==> config.mk <==
export PLATFORM = sky130hd
export DESIGN_NAME = yutorina_if_stage_flat
export DESIGN_NICKNAME = d
export VERILOG_FILES = /design/src/rtl/yutorina_if_stage_if.sv /design/src/rtl/yutorina_if_stage.sv /design/src/flat_wrapper.sv
export SDC_FILE = /design/constraint.sdc
export NUM_CORES = 1
export LEC_CHECK = 0
export ABC_AREA = 1
export BUFFER_PORTS_ARGS = -buffer_cell sky130_fd_sc_hd__buf_4
export CORE_ASPECT_RATIO = 0.8
export CORE_MARGIN = 8
export CORE_UTILIZATION = 45
export CTS_CLUSTER_DIAMETER = 30
export DETAILED_ROUTE_END_ITERATION = 7
export PLACE_DENSITY = 0.71
export SLEW_MARGIN = 20
export SYNTH_ARGS = -nofsm -noshare
export SYNTH_HDL_FRONTEND = slang
export SYNTH_SLANG_ARGS = --single-unit
==> constraint.sdc <==
create_clock -name clk -period 3.4 [get_ports clk]
set_input_delay 0 -clock clk [delete_from_list [all_inputs] [get_ports clk]]
set_output_delay 0 -clock clk [all_outputs]
set_load 0.01 [all_outputs]
==> src/rtl/yutorina_if_stage_if.sv <==
// Instruction-bus bundle between the fetch stage (master) and the instruction memory (slave).
// Read requests hold address until ack; data is valid in the ack cycle.
interface yutorina_if_stage_if #(
   parameter int ADDR_W = 30,
   parameter int DATA_W = 32
);
   logic              bus_req;
   logic [ADDR_W-1:0] bus_addr;
   logic              bus_ack;
   logic [DATA_W-1:0] bus_rdata;

   modport master (output bus_req, bus_addr, input bus_ack, bus_rdata);
   modport slave  (input bus_req, bus_addr, output bus_ack, bus_rdata);
endinterface

==> src/rtl/yutorina_if_stage.sv <==
// Yutorina instruction-fetch stage: fetch PC, instruction-bus requests and the IF/ID register.
// Buffers one completion that lands during a stall and discards reads orphaned by a flush.
module yutorina_if_stage #(
   parameter int                 ADDR_W   = 30,
   parameter int                 DATA_W   = 32,
   parameter logic [ADDR_W-1:0]  RESET_PC = '0,
   parameter logic [DATA_W-1:0]  NOP_INSN = '0
) (
   input  logic                  clk,
   input  logic                  rst,
   input  logic                  stall,
   input  logic                  flush,
   input  logic [ADDR_W-1:0]     new_pc,
   yutorina_if_stage_if.master   bus,
   output logic                  i_busy,
   output logic [ADDR_W-1:0]     if_pc,
   output logic [DATA_W-1:0]     if_insn,
   output logic                  if_en_
);

   localparam logic [1:0] FETCH = 2'd0;
   localparam logic [1:0] DRAIN = 2'd1;
   localparam logic [1:0] HOLD  = 2'd2;

   logic [1:0]        state;
   logic [ADDR_W-1:0] pc;
   logic [ADDR_W-1:0] redirect;
   logic [DATA_W-1:0] buf_insn;
   logic [ADDR_W-1:0] buf_pc;

   always_comb begin
      bus.bus_req  = (state == FETCH) || (state == DRAIN);
      bus.bus_addr = pc;
      i_busy       = ((state == FETCH) && !bus.bus_ack) || (state == DRAIN);
   end

   always_ff @(posedge clk) begin
      if (rst) begin
         state    <= FETCH;
         pc       <= RESET_PC;
         redirect <= '0;
         buf_insn <= '0;
         buf_pc   <= '0;
         if_pc    <= '0;
         if_insn  <= NOP_INSN;
         if_en_   <= 1'b1;
      end else begin
         case (state)
            FETCH: begin
               if (flush) begin
                  if_en_  <= 1'b1;
                  if_insn <= NOP_INSN;
                  if (bus.bus_ack) begin
                     pc <= new_pc;
                  end else begin
                     redirect <= new_pc;
                     state    <= DRAIN;
                  end
               end else if (bus.bus_ack) begin
                  pc <= pc + ADDR_W'(1);
                  if (stall) begin
                     buf_insn <= bus.bus_rdata;
                     buf_pc   <= pc;
                     state    <= HOLD;
                  end else begin
                     if_insn <= bus.bus_rdata;
                     if_pc   <= pc;
                     if_en_  <= 1'b0;
                  end
               end
            end
            DRAIN: begin
               // The outstanding read belongs to the old stream; only its ack matters.
               if_en_  <= 1'b1;
               if_insn <= NOP_INSN;
               if (flush) redirect <= new_pc;
               if (bus.bus_ack) begin
                  pc    <= flush ? new_pc : redirect;
                  state <= FETCH;
               end
            end
            HOLD: begin
               if (flush) begin
                  if_en_  <= 1'b1;
                  if_insn <= NOP_INSN;
                  pc      <= new_pc;
                  state   <= FETCH;
               end else if (!stall) begin
                  if_insn <= buf_insn;
                  if_pc   <= buf_pc;
                  if_en_  <= 1'b0;
                  state   <= FETCH;
               end
            end
            default: state <= FETCH;
         endcase
      end
   end

endmodule
==> src/flat_wrapper.sv <==
// flat-port wrapper written by rule: the top's interface ports become plain ports
module yutorina_if_stage_flat 
#(
   parameter int                 ADDR_W   = 30,
   parameter int                 DATA_W   = 32,
   parameter logic [ADDR_W-1:0]  RESET_PC = '0,
   parameter logic [DATA_W-1:0]  NOP_INSN = '0
)
  (clk, rst, stall, flush, new_pc, i_busy, if_pc, if_insn, if_en_, bus_bus_req, bus_bus_addr, bus_bus_ack, bus_bus_rdata);
  yutorina_if_stage_if #(.ADDR_W(ADDR_W), .DATA_W(DATA_W)) bus_i ();
  input  logic clk;
  input  logic rst;
  input  logic stall;
  input  logic flush;
  input  logic [ADDR_W-1:0] new_pc;
  output logic i_busy;
  output logic [ADDR_W-1:0] if_pc;
  output logic [DATA_W-1:0] if_insn;
  output logic if_en_;
  output wire logic [$bits(bus_i.bus_req)-1:0] bus_bus_req;
  output wire logic [$bits(bus_i.bus_addr)-1:0] bus_bus_addr;
  input wire logic [$bits(bus_i.bus_ack)-1:0] bus_bus_ack;
  input wire logic [$bits(bus_i.bus_rdata)-1:0] bus_bus_rdata;
  assign bus_bus_req = bus_i.bus_req;
  assign bus_bus_addr = bus_i.bus_addr;
  assign bus_i.bus_ack = bus_bus_ack;
  assign bus_i.bus_rdata = bus_bus_rdata;
  yutorina_if_stage #(.ADDR_W(ADDR_W), .DATA_W(DATA_W), .RESET_PC(RESET_PC), .NOP_INSN(NOP_INSN)) u_core (.clk(clk), .rst(rst), .stall(stall), .flush(flush), .new_pc(new_pc), .bus(bus_i), .i_busy(i_busy), .if_pc(if_pc), .if_insn(if_insn), .if_en_(if_en_));
endmodule
# ---- Word-level counts from Yosys, hierarchy flattened
# Cells that the tools add are included.
dict set report totals {
  input_bits 67
  register_bits 187
  elab_cells 76
  output_inout_bits 95
}
dict set report op_classes {
  add_sub_neg 1
  reduce_logical 15
  muxes 35
  eq_ne 16
  n_bitwise 1
}
# op count
set op_table {}
lappend op_table {{30-bit 2-to-1 mux} 13}
lappend op_table {{32-bit 2-to-1 mux} 5}
lappend op_table {{30-bit one-hot mux with 2 select lines} 2}
lappend op_table {{32-bit one-hot mux with 3 select lines} 1}
lappend op_table {{30-bit one-hot mux with 3 select lines} 1}
lappend op_table {{30-bit by 1-bit adder with 30-bit output (second input constant)} 1}
lappend op_table {{2-bit inequality test (second input constant)} 9}
lappend op_table {{3-bit inequality test (second input constant)} 5}
lappend op_table {{2-bit 2-to-1 mux} 7}
lappend op_table {{4-bit AND reduction} 3}
lappend op_table {{2-bit one-hot mux with 3 select lines} 1}
lappend op_table {{6-bit AND reduction} 1}
lappend op_table {{5-bit AND reduction} 1}
lappend op_table {{1-bit 2-to-1 mux} 4}
lappend op_table {{2-bit nonzero test} 2}
lappend op_table {{1-bit one-hot mux with 3 select lines} 1}
lappend op_table {{3-bit AND reduction} 1}
lappend op_table {{3-bit nonzero test} 1}
lappend op_table {{2-bit by 1-bit equality test with 1-bit output (second input constant)} 1}
lappend op_table {{2-bit equality test (second input constant)} 1}
lappend op_table {{2-bit zero test} 1}
lappend op_table {{1-bit logical OR} 2}
lappend op_table {{2-bit AND reduction} 1}
lappend op_table {{1-bit logical AND} 1}
lappend op_table {{other kinds (2)} 2}

# ---- Longest topological paths before layout
dict set report depth {
  depth_word 4
  depth_mapped 13
  mapped_depth_nobuf 12
}

# ---- Worst setup path after synthesis
# No wires, ideal clock.
dict set report synth_path {
  path_kind {register -> register}
  start {register u_core.state[0]}
  end {register u_core.pc[20] (netlist: u_core.bus.bus_addr[20])}
  arrival_time_ns 1.610
  slack_ns 1.658
  path_buffers 3
  required_time_ns 3.268
  setup_time_ns 0.132
  synth_period_minus_slack_ns 1.742
  stages_incl_launch_ff 14
  path_cell_list {dfxtp_1 inv_1 ha_1 buf_4 inv_2 nor2_2 nor2_1 inv_1 nor3_4 inv_2 buf_4 buf_4 nand2_1 a21oi_1}
}
dict set report synth_between {
  elab_chain_cells 3
  elab_cells_between_ends 9
  classes_between {eq/ne (5); mux (1); reduce/logical (3)}
}
# element line
set synth_lines {}
lappend synth_lines {{from (decl)} yutorina_if_stage.sv:25} ;# logic [1:0] state;
lappend synth_lines {{from (signal assigned)} yutorina_if_stage.sv:39} ;# state <= FETCH;
lappend synth_lines {{from (signal assigned)} yutorina_if_stage.sv:57} ;# state <= DRAIN;
lappend synth_lines {{from (signal assigned)} yutorina_if_stage.sv:64} ;# state <= HOLD;
lappend synth_lines {{2-bit equality test (tied with other cells)} yutorina_if_stage.sv:48} ;# case (state)
lappend synth_lines {{2-bit inequality test (no source line) or 3-bit nonzero test (tied branches)} n/a}
lappend synth_lines {{4-bit AND reduction (no source line)} n/a}
lappend synth_lines {{to (signal assigned)} yutorina_if_stage.sv:54} ;# pc <= new_pc;
lappend synth_lines {{to (signal assigned)} yutorina_if_stage.sv:60} ;# pc <= pc + ADDR_W'(1);
lappend synth_lines {{to (signal assigned)} yutorina_if_stage.sv:78} ;# pc <= flush ? new_pc : redirect;
lappend synth_lines {{to (decl)} yutorina_if_stage.sv:26} ;# logic [ADDR_W-1:0] pc;
# Parallel ways exist; a longest one is shown, timed or not.
# A chain may end at the register's enable or synchronous reset.

# ---- Final worst setup path
dict set report layout_path {
  start {register u_core.state[0]}
  end {register u_core.if_insn[13]}
}
dict set report layout_between {
  elab_chain_cells 3
  elab_cells_between_ends 9
  classes_between {eq/ne (5); mux (1); reduce/logical (3)}
}
# element line
set layout_lines {}
lappend layout_lines {{2-bit equality test (tied with other cells)} yutorina_if_stage.sv:48}
lappend layout_lines {{3-bit inequality test (no source line) or 3-bit nonzero test (tied branches)} n/a}
lappend layout_lines {{4-bit AND reduction (no source line)} n/a}
lappend layout_lines {{to (signal assigned)} yutorina_if_stage.sv:66} ;# if_insn <= bus.bus_rdata;
lappend layout_lines {{to (signal assigned)} yutorina_if_stage.sv:89} ;# if_insn <= buf_insn;
lappend layout_lines {{to (decl)} yutorina_if_stage.sv:17} ;# output logic [DATA_W-1:0] if_insn,
# Parallel ways exist; a longest one is shown, timed or not.

==> flow_metrics.tcl <==
set metrics [dict create \
    outcome "finished clean" \
    nNetsFinal 1617 \
    synth_common_cells "279 x nand2_1, 239 x a21oi_1, 187 x dfxtp_1, 175 x o21ai_0, 139 x nor2_1" \
    viasPerCell 5.47 \
    multiInputGateArea_um2 4750 \
    grt_pass1_wl_mm 46.7 \
    clock-sinks 187 \
    antenna_found_initial 2 \
    io_pins 162 \
    wl_per_cell_um 16.0 \
    cts_buffer_depth 2 \
    wl_mm 29.2 \
    drv_cap 0 \
    synthTopCellsByArea "dfxtp_1 41%, a21oi_1 13%, nand2_1 11%, o21ai_0 9.5%, nand3_1 6.1%" \
    p_per_area_nw_per_um2 616 \
    worst_pin_slew_ns 1.08 \
    setup_viol 0 \
    start_util_pct 46.2 \
    max_freq_mhz 443 \
    num_vias 9970 \
    drc 0 \
    root_buffer "clkbuf_16" \
    clk_pin_slew_ns 0.08 \
    syn2layout_area_growth_pct 27.1 \
    overflow 0 \
    final-seq-area_um2 3740 \
    ant_nets 0 \
    crit_end "u_core.if_insn[13]" \
    ys_types 30 \
    ir_worst_vdd_mv 0.313 \
    htree_levels 4 \
    dieHeight_um 144 \
    arrival_ns 2.62 \
    cts_made_buffers 17 \
    clk_latency_ns 0.45 \
    grt_max_degree 96 \
    ys_seq_elements 187 \
    first_iter_violations 965 \
    netlist.area_leader.share_pct 40.7 \
    required_ns 3.77 \
    track_usage_pct 22.6 \
    min_period_over_period_pct 66.4 \
    yosysSeqAreaShare_pct 40.7 \
    first_pass_iters 6 \
    cp-start-kind "flip-flop" \
    grt_pass1_vias 8774 \
    layout-drive-gt1-share_pct 14.5 \
    crit_start "u_core.state[0]" \
    fp-row-count 46 \
    syn_area_um2 9200 \
    cts_resized 0 \
    yosysMostFrequentCell "nand2_1" \
    slew_headroom_pct 28.1 \
    holdWs_ns 0.0659 \
    portBuffers 161 \
    postSynthCellCount 1391 \
    synth_nets 1463 \
    hpwlAfterDp_mm 18.8 \
    coreArea_um2 19900 \
    crit_type "reg2reg" \
    cts_tree "yes" \
    finalMaxSlewViolations 0 \
    finalClockSkew_ns 0.0143 \
    synth-main-ff-cell "dfxtp_1" \
    tns_ns 0 \
    rr_endpoint "u_core.if_insn[13]" \
    grt_setup_unrepaired "false" \
    critPathCaptureType "flip-flop" \
    p_leak_nw 4.83 \
    reg2reg_slack_ns 1.14 \
    dieArea_um2 25300 \
    hold_violations 0 \
    worstReg2RegStart "u_core.state[0]" \
    synth.avg_cell_area_um2 6.62 \
    place_congestion 0.921 \
    num-fill-cells 1841 \
    synth_warnings 0 \
    dieWidth_um 176 \
    crit_fanout 64 \
    layout_min_cycle_time_ns 2.26 \
    hp-class "in2reg" \
    worst-r2r-cell-count 9 \
    synth_top_area_cell "dfxtp_1" \
    async_flop_share_pct 0 \
    synth_edf_count 0 \
]
## cells by family after synthesis
family	Yosys count	share of synthesized area [%]
compound gates	474	26.4
flops	187	40.7
buf+inv	180	7.90
fa+ha+maj	5	0.680
simple gates	543	24.1
xor+xnor	2	0.190
## sequential cells by signal (all words and copies together), names as in the netlist
| name | cells |
|---|---|
| u_core.bus.bus_addr | 30 |
| u_core.redirect | 30 |
| u_core.if_pc | 30 |
| u_core.state | 2 |
| u_core.if_en_ | 1 |
| u_core.if_insn | 32 |
| u_core.buf_insn | 32 |
| u_core.buf_pc | 30 |
## how the worst min path moves through the flow
stage,to,startpoint,depth (start not counted),slack (ns)
floorplan,u_core.buf_insn[0],bus_bus_rdata[0],2,0.13
global placement,u_core.buf_insn[14],bus_bus_rdata[14],3,0.23
detailed placement,u_core.buf_insn[14],bus_bus_rdata[14],3,0.24
CTS,u_core.state[0],flush,4,0.04
global route,u_core.state[0],flush,4,0.11
finish,u_core.state[0],flush,4,0.07
## power by group
group | switching [mW] | internal (mW)
sequential | 0.306 | 2.55
combinational | 1.43 | 0.875
clock | 1.04 | 1.01
total | 2.77 | 4.43
## metal layers
layer  track usage [%]  vias to the layer above  part of all wire, %
li1                  -                     4991                    -
met1              31.7                     4525                   46
met2              33.6                      417                   43
met3              5.72                       35                  8.9
met4              6.41                        2                  1.6
met5                 0                        -                0.034
## layout by cell type, fill, tap and decap left out, drive strengths merged, types with 33 or more instances in the layout
master,synthesis,layout
nand3,113,113
a21oi,240,240
dlygate4sd3,0,65
a31oi,33,33
dfxtp,187,187
o21ai,196,196
buf,35,175
inv,74,83
nand2,281,281
nor2,143,143
## repair_timing
action                                  in CTS  in global routing
buffers inserted                             0                  0
endpoints found under the setup margin       0                  0
hold buffers                                65                  0
endpoints found under the hold margin      127                  0
## area by class of cell
type,count,area share [%]
Inverter,75,2.42
Antenna cell,1,0.0214
Multi-Input combinational cell,1024,40.6
Clock buffer,17,3.64
Clock inverter,15,1.57
Timing Repair Buffer,240,16.9
Sequential cell,187,32.0
Tap cell,264,2.82
## stage by stage
stage	setup WS, ns	util [%]	std cells	total power [mW]	area [um^2]
after global routing	0.898	58.7	1823	7.64	11700
after CTS	1.18	58.7	1822	7.20	11700
after floorplan	1.66	-	1391	4.25	9200
final	1.14	58.7	1823	7.20	11700
after global placement	1.33	52.4	1725	5.06	10400
after detailed placement	1.21	52.4	1725	5.10	10400
## critical path, stage by stage, from the launching register on
cell     delay, ns
dfxtp_1       0.37
inv_1         0.09
ha_2          0.24
inv_2         0.08
nor2_2        0.05
a21oi_2       0.17
o21ai_1       0.09
inv_2         0.67
o21ai_0       0.19
a31oi_1       0.19
Power figures use the tool's default switching activity.
